==> src/rtl/mem_port_arbiter.sv <==
// Arbitrates the single-port image memory between VGA fetch, host LOAD/STORE and the
// zoom engine, returning read data tagged by requester and blanking VGA during a zoom.
module mem_port_arbiter #(
  parameter int ADDR_W     = 18,
  parameter int DATA_W     = 8,
  parameter int RD_LATENCY = 2,
  parameter int STARVE_MAX = 8
) (
  input  logic              clock,
  input  logic              reset,
  input  logic              vga_req,
  input  logic [ADDR_W-1:0] vga_addr,
  output logic              vga_gnt,
  output logic              vga_rvalid,
  output logic [DATA_W-1:0] vga_rdata,
  input  logic              host_req,
  input  logic              host_we,
  input  logic [ADDR_W-1:0] host_addr,
  input  logic [DATA_W-1:0] host_wdata,
  output logic              host_gnt,
  input  logic              alg_req,
  input  logic              alg_we,
  input  logic [ADDR_W-1:0] alg_addr,
  input  logic [DATA_W-1:0] alg_wdata,
  output logic              alg_gnt,
  input  logic              alg_lock,
  output logic [1:0]        rd_rvalid,
  output logic [DATA_W-1:0] rd_rdata,
  output logic [ADDR_W-1:0] mem_addr,
  output logic [DATA_W-1:0] mem_data,
  output logic              mem_wren,
  input  logic [DATA_W-1:0] mem_q,
  output logic [1:0]        owner
);

  localparam logic [1:0] OWN_NONE = 2'd0;
  localparam logic [1:0] OWN_VGA  = 2'd1;
  localparam logic [1:0] OWN_HOST = 2'd2;
  localparam logic [1:0] OWN_ALG  = 2'd3;
  localparam logic [7:0] STARVE_LIM = 8'(STARVE_MAX);

  typedef struct packed {
    logic [1:0] own;
    logic       blank;
  } rd_tag_t;

  // Handshake: a requester holds req with its command until the cycle its gnt pulses;
  // whatever it presents during that gnt cycle is already its next request, so a
  // requester can stream one access per cycle by updating its command on each gnt.
  logic       vga_eligible;
  logic       vga_blank;
  logic       starve;
  logic [1:0] win;
  logic       win_is_read;
  logic [7:0] starve_cnt;
  rd_tag_t    issue_tag;
  rd_tag_t    tag_out;
  rd_tag_t    tag_pipe [RD_LATENCY+1];

  always_comb begin
    vga_eligible = vga_req & ~alg_lock;
    vga_blank    = vga_req & alg_lock;
    starve       = (starve_cnt == STARVE_LIM);
    win          = OWN_NONE;
    if (vga_eligible)
      win = OWN_VGA;
    else if (alg_req && (starve || !host_req))
      win = OWN_ALG;
    else if (host_req)
      win = OWN_HOST;
    win_is_read = (win == OWN_VGA) ||
                  ((win == OWN_HOST) && !host_we) ||
                  ((win == OWN_ALG) && !alg_we);
    issue_tag.own   = win_is_read ? win : OWN_NONE;
    issue_tag.blank = vga_blank;
  end

  always_ff @(posedge clock or posedge reset) begin
    if (reset) begin
      vga_gnt    <= 1'b0;
      host_gnt   <= 1'b0;
      alg_gnt    <= 1'b0;
      owner      <= OWN_NONE;
      mem_addr   <= '0;
      mem_data   <= '0;
      mem_wren   <= 1'b0;
      starve_cnt <= '0;
      for (int i = 0; i <= RD_LATENCY; i++) tag_pipe[i] <= '0;
    end else begin
      // A blanked VGA read is acknowledged without taking the memory slot.
      vga_gnt  <= (win == OWN_VGA) | vga_blank;
      host_gnt <= (win == OWN_HOST);
      alg_gnt  <= (win == OWN_ALG);
      owner    <= win;
      case (win)
        OWN_VGA: begin
          mem_addr <= vga_addr;
          mem_wren <= 1'b0;
        end
        OWN_HOST: begin
          mem_addr <= host_addr;
          mem_data <= host_wdata;
          mem_wren <= host_we;
        end
        OWN_ALG: begin
          mem_addr <= alg_addr;
          mem_data <= alg_wdata;
          mem_wren <= alg_we;
        end
        default: mem_wren <= 1'b0;
      endcase
      tag_pipe[0] <= issue_tag;
      for (int i = 1; i <= RD_LATENCY; i++) tag_pipe[i] <= tag_pipe[i-1];
      if (!alg_req || (win == OWN_ALG))
        starve_cnt <= '0;
      else if (!starve)
        starve_cnt <= starve_cnt + 8'd1;
    end
  end

  // The last tag stage lines up with the cycle mem_q carries that access's data.
  assign tag_out    = tag_pipe[RD_LATENCY];
  assign vga_rvalid = (tag_out.own == OWN_VGA) | tag_out.blank;
  assign vga_rdata  = (tag_out.own == OWN_VGA) ? mem_q : '0;
  assign rd_rvalid  = {tag_out.own == OWN_ALG, tag_out.own == OWN_HOST};
  assign rd_rdata   = (rd_rvalid != 2'b00) ? mem_q : '0;

endmodule
==> config.mk <==
export PLATFORM = sky130hd
export DESIGN_NAME = mem_port_arbiter
export DESIGN_NICKNAME = d
export VERILOG_FILES = /design/src/rtl/mem_port_arbiter.sv
export SDC_FILE = /design/constraint.sdc
export NUM_CORES = 1
export LEC_CHECK = 0
export BUFFER_PORTS_ARGS = -buffer_cell sky130_fd_sc_hd__buf_4
export CAP_MARGIN = 20
export CELL_PAD_IN_SITES_DETAIL_PLACEMENT = 1
export CELL_PAD_IN_SITES_GLOBAL_PLACEMENT = 1
export CORE_UTILIZATION = 29
export CTS_CLUSTER_DIAMETER = 100
export DETAILED_ROUTE_END_ITERATION = 10
export GPL_TIMING_DRIVEN = 0
export HOLD_SLACK_MARGIN = 0.12
export PLACE_DENSITY = 0.82
export REMOVE_ABC_BUFFERS = 1
export SYNTH_ARGS = -nofsm -noshare
export SYNTH_HDL_FRONTEND = slang
export SYNTH_SLANG_ARGS = --single-unit
==> constraint.sdc <==
create_clock -name clock -period 1.7 [get_ports clock]
set_input_delay 0.17 -clock clock [delete_from_list [all_inputs] [get_ports clock]]
set_output_delay 0.17 -clock clock [all_outputs]
set_load 0.02 [all_outputs]
==> results.py, run 1 <==
metrics = {
    "synth": {
        "synth-edff-count": 0,
        "async_reset_ff_frac": 1.00,
        "synth.avg_cell_area_sq_um": 9.29,
        "synth-seq-cells": 49,
        "synth_cell_types": 40,
        "synthTopCellsByCount": "dfrtp_1 (49), a21oi_1 (29), nor2_1 (24), nor2b_1 (19), and2_1 (18)",
        "synth.cell_area_sq_um": 2600,
        "ys_seq_area_frac": 0.472,
        "yosys-top-cells-area": "dfrtp_1 (47%), a21oi_1 (5.6%), a221oi_1 (5.4%)",
        "synth_area_leader_cell": "dfrtp_1",
        "synth_cells": 280,
        "yosysTopAreaCellShare": 0.472,
        "ys_warn_count": 0,
        "synth_flop_cell": "dfrtp_1",
        "synth.most_common_cell": "dfrtp_1",
    },
    "final_layout": {
        "nets": 521,
        "diodes": 0,
        "fillers": 1002,
        "area_delta_synth_final_pct": 66.5,
        "drive_above_1_share": 0.484,
    },
    "floorplanning": {
        "core-area_sq_um": 8720,
        "die_h_um": 96.7,
        "chipWidth_um": 96.7,
        "pin_count": 137,
        "rows": 34,
        "die-area_sq_um": 9350,
        "initial_core_util": 0.298,
    },
    "timing": {
        "slew_headroom": 0.447,
        "worst_clock_skew_ns": 0.00855,
        "setup_slack_ns": -0.265,
        "min_period_ns": 1.97,
        "rsz0062_at_grt": "yes",
        "period_share": 1.16,
        "setup_violations": 39,
        "fmax_ghz": 0.509,
        "worst_slew_pin_slew_ns": 0.826,
        "slew_viol_final": 0,
        "hold_violations": 0,
    },
    "clocking": {
        "cts.path.max_buffers": 2,
        "numClockSinks": 49,
        "cts_max_level": 2,
        "numCtsBuffers": 5,
        "cts_root_buf": "clkbuf_8",
        "cts.clk_slew.worst_paths_ns": 0.10,
        "insertion_delay_ns": 0.31,
        "cts_tree": "yes",
    },
    "setup_path": {
        "crit_required_ns": 1.92,
        "arrival_ns": 2.19,
        "critPathKind": "reg2reg",
        "cp-end-kind": "flip-flop",
        "worstSetupStartpointType": "flip-flop",
        "path_max_fanout": 10,
    },
    "place": {
        "portBuffers": 136,
        "post-dp-hpwl_um": 6210,
        "post-place-ws_ns": -0.748,
        "gp_congestion": 0.803,
    },
    "routing": {
        "post_drt_via_cell_ratio": 5.27,
        "remaining_drc_errors": 0,
        "ant_nets": 0,
        "drt_wl_total_um": 9710,
        "drtPass1Iterations": 4,
        "wire_per_inst_um": 17.9,
        "drt_iter0_markers": 71,
        "num_vias": 2858,
    },
    "global_routing": {
        "grt_pass1_vias": 3047,
        "grt_max_degree": 41,
        "track_usage": 0.203,
        "antenna_found_initial": 0,
        "grt_overflow_total": 0,
        "grt_first_pass_wirelength_um": 15400,
    },
    "power": {
        "p_total_mw": 3.07,
        "worst_ir_drop_vdd_uv": 327,
        "p_leak_nw": 2.00,
        "powerDensity_nw_per_um2": 710,
    },
    "status": {
        "violations": "setup timing",
        "status": "finished, violations left",
    },
    "hold_path": {
        "hp-class": "in2reg",
    },
    "job": {
        "cap_violations": 0,
    },
}
## layout by cell type, fill, tap and decap left out, drive strengths merged, types with 2 or more instances in the layout
cell and n:
ha 2, xor2 5, nand3 8, o221ai 2, o21ai 7, nor2b 19, and2 18, nand4 16
or3 2, a21oi 29, dfrtp 49, nand2b 2, dlygate4sd3 14, nor3 17, a211oi 2, a221oi 16
nand2 9, and3 2, nor2 24, clkbuf 6, a22oi 8, inv 12, buf 151, mux2i 2
## routing by layer
metal | global-route usage | wire, um
met1 | 0.245 | 3850
met5 | 0 | 0
met3 | 0.0397 | 581
met4 | 0.0390 | 146
met2 | 0.372 | 5130
## state kept, by name, indices dropped and copies added (netlist names)
name and cells:
alg_gnt 1, host_gnt 1, mem_addr 18, mem_data 8, mem_wren 1, owner 2
starve_cnt 8, tag_out 3, tag_pipe 6, vga_gnt 1
## where the power goes
group	switching (mW)	internal, mW
clock	0.414	0.295
sequential	0.0655	1.27
combinational	0.530	0.496
## final cells by class
type                    count  area (sq um)  area share
clock buffers               6          72.6      0.0168
clock inverters             2          13.8     0.00318
well taps                 108           135      0.0312
multi-input cells         201          1490       0.343
repair buffers            165          1350       0.312
inverters                  11          41.3     0.00954
flip-flops and latches     49          1230       0.284
## critical path, cell delays in order, from the launching register on
cell and delay, ns:
dfrtp_1 0.39, inv_2 0.07, ha_4 0.17, nor4b_4 0.15, a211oi_2 0.65, a21oi_1 0.18
a22oi_2 0.26
## final timing paths
kind                                        endpoint                       from  cells after the start  slack (ns)
setup / recovery             mem_data[2]$_DFFE_PP0N_  starve_cnt[1]$_DFFE_PP0P_                      6       -0.27
setup reg to reg             mem_data[2]$_DFFE_PP0N_  starve_cnt[1]$_DFFE_PP0P_                      6       -0.27
max in group asynchronous  starve_cnt[0]$_DFFE_PP0P_                      reset                      4        0.78
hold / removal               mem_data[7]$_DFFE_PP0N_              host_wdata[7]                      3        0.12
min in group asynchronous   mem_addr[17]$_DFFE_PP0P_                      reset                      3        0.41
hold reg to reg                tag_pipe[3]$_DFF_PP0_      tag_pipe[6]$_DFF_PP0_                      0        0.36
## stage by stage
stage | std cells | hold WS (ns) | setup TNS (ns) | area (sq um) | utilization
floorplan | 260 | 0.201 | -18.59 | 2510 | -
global placement | 504 | 0.305 | -77.81 | 3670 | 0.421
detailed placement | 508 | 0.183 | -21.65 | 3730 | 0.428
CTS | 541 | 0.125 | -4.21 | 4190 | 0.480
global route | 542 | 0.131 | -9.20 | 4330 | 0.496
finish | 542 | 0.123 | -7.04 | 4330 | 0.496
## kinds of logic after synthesis
logic type / share of synthesized area
buffers and inverters: 0.0500
AO/OA/AOI/OAI: 0.173
adder cells (fa/ha/maj): 0.00962
flip-flops: 0.472
AND/OR/NAND/NOR: 0.268
multiplexers: 0.00770
XOR/XNOR: 0.0202
## timing repair
item / in CTS / in global routing
hold endpoints to repair: 25 / 0
cloned: 1 / 0
pin swaps: 9 / 10
setup endpoints to repair: 49 / 39
gates resized for setup: 26 / 31
setup buffers: 10 / 1
hold buffers: 14 / 0
Power figures use the tool's default switching activity.
==> run 2, diff against run 1 <==
--- a/config.mk
+++ b/config.mk
@@ -9,12 +9,12 @@
 export CAP_MARGIN = 20
 export CELL_PAD_IN_SITES_DETAIL_PLACEMENT = 1
 export CELL_PAD_IN_SITES_GLOBAL_PLACEMENT = 1
-export CORE_UTILIZATION = 29
+export CORE_UTILIZATION = 35
 export CTS_CLUSTER_DIAMETER = 100
 export DETAILED_ROUTE_END_ITERATION = 10
 export GPL_TIMING_DRIVEN = 0
 export HOLD_SLACK_MARGIN = 0.12
-export PLACE_DENSITY = 0.82
+export PLACE_DENSITY = 0.92
 export REMOVE_ABC_BUFFERS = 1
 export SYNTH_ARGS = -nofsm -noshare
 export SYNTH_HDL_FRONTEND = slang
==> constraint.sdc (replaced) <==
create_clock -name clock -period 2.6 [get_ports clock]
set_input_delay 0.26 -clock clock [delete_from_list [all_inputs] [get_ports clock]]
set_output_delay 0.26 -clock clock [all_outputs]
set_load 0.02 [all_outputs]
==> results.py, run 2 (synthesis results as in run 1) <==
metrics = {
    "setup_path": {
        "crit_chain": "inv_1 > ha_1 > or4b_4 > o21ai_4 > nand3_2 > inv_1 > a22o_1",
        "cpMaxStageDelayCell": "or4b_4",
        "critPathKind": "reg2reg",
        "path_max_fanout": 18,
        "arrival_ns": 2.69,
        "r2r_end": "mem_wren$_DFF_PP0_",
        "cpPeakStageDelay_ns": 0.49,
        "crit_path_frequent_cell": "inv_1",
        "worstSetupStartpointType": "flip-flop",
        "worst-path-buf-inv": 2,
        "crit_required_ns": 2.83,
        "r2r_slack_ns": 0.14,
        "reg2reg_from": "starve_cnt[0]$_DFFE_PP0P_",
        "cp-end-kind": "flip-flop",
        "reg2reg_depth": 7,
        "crit_family": "simple AND/OR/NAND/NOR gates",
    },
    "routing": {
        "num_vias": 2677,
        "post_drt_via_cell_ratio": 5.26,
        "wire_per_inst_um": 16.8,
        "ant_nets": 0,
        "remaining_drc_errors": 0,
        "drt_wl_total_um": 8570,
        "drtPass1Iterations": 4,
        "drt_iter0_markers": 92,
    },
    "final_layout": {
        "mostFrequentLayoutCells": "buf_4 (137), dfrtp_1 (49), a21oi_1 (29)",
        "max_flop_register": "mem_addr",
        "post-route-cell-area_sq_um": 3870,
        "final_common_cell": "buf_4",
        "area_delta_synth_final_pct": 48.7,
        "drive_above_1_share": 0.385,
        "top_regs": "mem_addr (18), mem_data (8), starve_cnt (8)",
        "diodes": 0,
        "seqCellArea_sq_um": 1230,
        "largest_reg_flops": 18,
        "multiInputGateArea_sq_um": 1250,
        "nets": 497,
        "fillers": 869,
    },
    "status": {
        "status": "finished clean",
    },
    "timing": {
        "min_period_ns": 2.46,
        "setup_violations": 0,
        "worst_clock_skew_ns": 0.00199,
        "period_share": 0.944,
        "whs_ns": 0.166,
        "rsz0062_at_grt": "no",
        "slew_viol_final": 0,
        "worst_slew_pin_slew_ns": 0.968,
        "hold_violations": 0,
        "slew_headroom": 0.355,
        "fmax_ghz": 0.407,
    },
    "clocking": {
        "cts.path.max_buffers": 2,
        "cts.clk_slew.worst_paths_ns": 0.09,
        "cts_tree": "yes",
        "cts_root_buf": "clkbuf_8",
        "insertion_delay_ns": 0.29,
        "numClockSinks": 49,
        "post_cts_buffers": 0,
        "cts.repair.resized": 0,
        "cts_max_level": 2,
        "numCtsBuffers": 5,
    },
    "floorplanning": {
        "die_h_um": 88.2,
        "initial_core_util": 0.360,
        "chipWidth_um": 88.2,
        "die-area_sq_um": 7780,
        "pin_count": 137,
        "rows": 31,
        "core-area_sq_um": 7210,
    },
    "job": {
        "cap_violations": 0,
    },
    "power": {
        "worst_ir_drop_vdd_uv": 245,
        "powerDensity_nw_per_um2": 537,
        "p_total_mw": 2.08,
        "p_leak_nw": 1.84,
    },
    "hold_path": {
        "whs_endpoint": "tag_pipe[8]$_DFF_PP0_",
        "hp-class": "in2reg",
        "min_from": "alg_we",
        "hold_depth": 2,
    },
    "place": {
        "post-dp-hpwl_um": 6410,
        "gp_congestion": 0.853,
        "portBuffers": 136,
        "placed_area_sq_um": 3710,
    },
    "global_routing": {
        "track_usage": 0.216,
        "grt_pass1_vias": 2756,
        "grt_first_pass_wirelength_um": 13000,
        "antenna_found_initial": 0,
        "grt_max_degree": 40,
        "grt_overflow_total": 0,
    },
}
## run 2: power breakdown
group          switching (mW)  total (mW)  leakage [nW]  internal [mW]
logic                   0.299       0.567          1.16          0.268
clock network           0.252       0.634        0.0681          0.382
registers              0.0434       0.874         0.605          0.831
total                   0.594        2.08          1.84           1.48
## run 2: worst max-delay path by stage
stage / cells past startpoint / endpoint / startpoint
after global routing: 7 / mem_wren$_DFF_PP0_ / starve_cnt[0]$_DFFE_PP0P_
after detailed placement: 6 / mem_data[2]$_DFFE_PP0N_ / alg_lock
after floorplan: 4 / mem_addr[0]$_DFFE_PP0P_ / vga_req
final: 7 / mem_wren$_DFF_PP0_ / starve_cnt[0]$_DFFE_PP0P_
after global placement: 5 / mem_addr[6]$_DFFE_PP0P_ / vga_req
after CTS: 6 / mem_data[2]$_DFFE_PP0N_ / starve_cnt[0]$_DFFE_PP0P_
## run 2: per-layer routing
| metal | track usage | wire length, um | vias up |
|---|---|---|---|
| met3 | 0.0424 | 536 | 11 |
| li1 | - | - | 1264 |
| met1 | 0.244 | 3360 | 1300 |
| met2 | 0.409 | 4570 | 102 |
| met5 | 0 | 0 | - |
| met4 | 0.0572 | 113 | 0 |
## run 2: timing repair
action                                  4_1_cts  5_1_grt
hold endpoints to repair                     11        0
endpoints found under the setup margin        0        1
hold buffers                                  2        0
## run 2: area by class of cell
cell class | count | share of cell area
Timing Repair Buffer | 142 | 0.283
Clock inverter | 3 | 0.0168
Tap cell | 99 | 0.0320
Sequential cell | 49 | 0.317
Multi-Input combinational cell | 200 | 0.322
Inverter | 11 | 0.0107
Clock buffer | 5 | 0.0178
## run 2: through the flow
stage               cells  setup WS (ns)   util  TNS [ns]
global placement      495         -0.933  0.507    -25.52
detailed placement    499         0.0307  0.515         0
finish                509          0.145  0.536         0
global route          509         0.0186  0.536         0
CTS                   509          0.105  0.536         0
floorplan             260          0.180      -         0
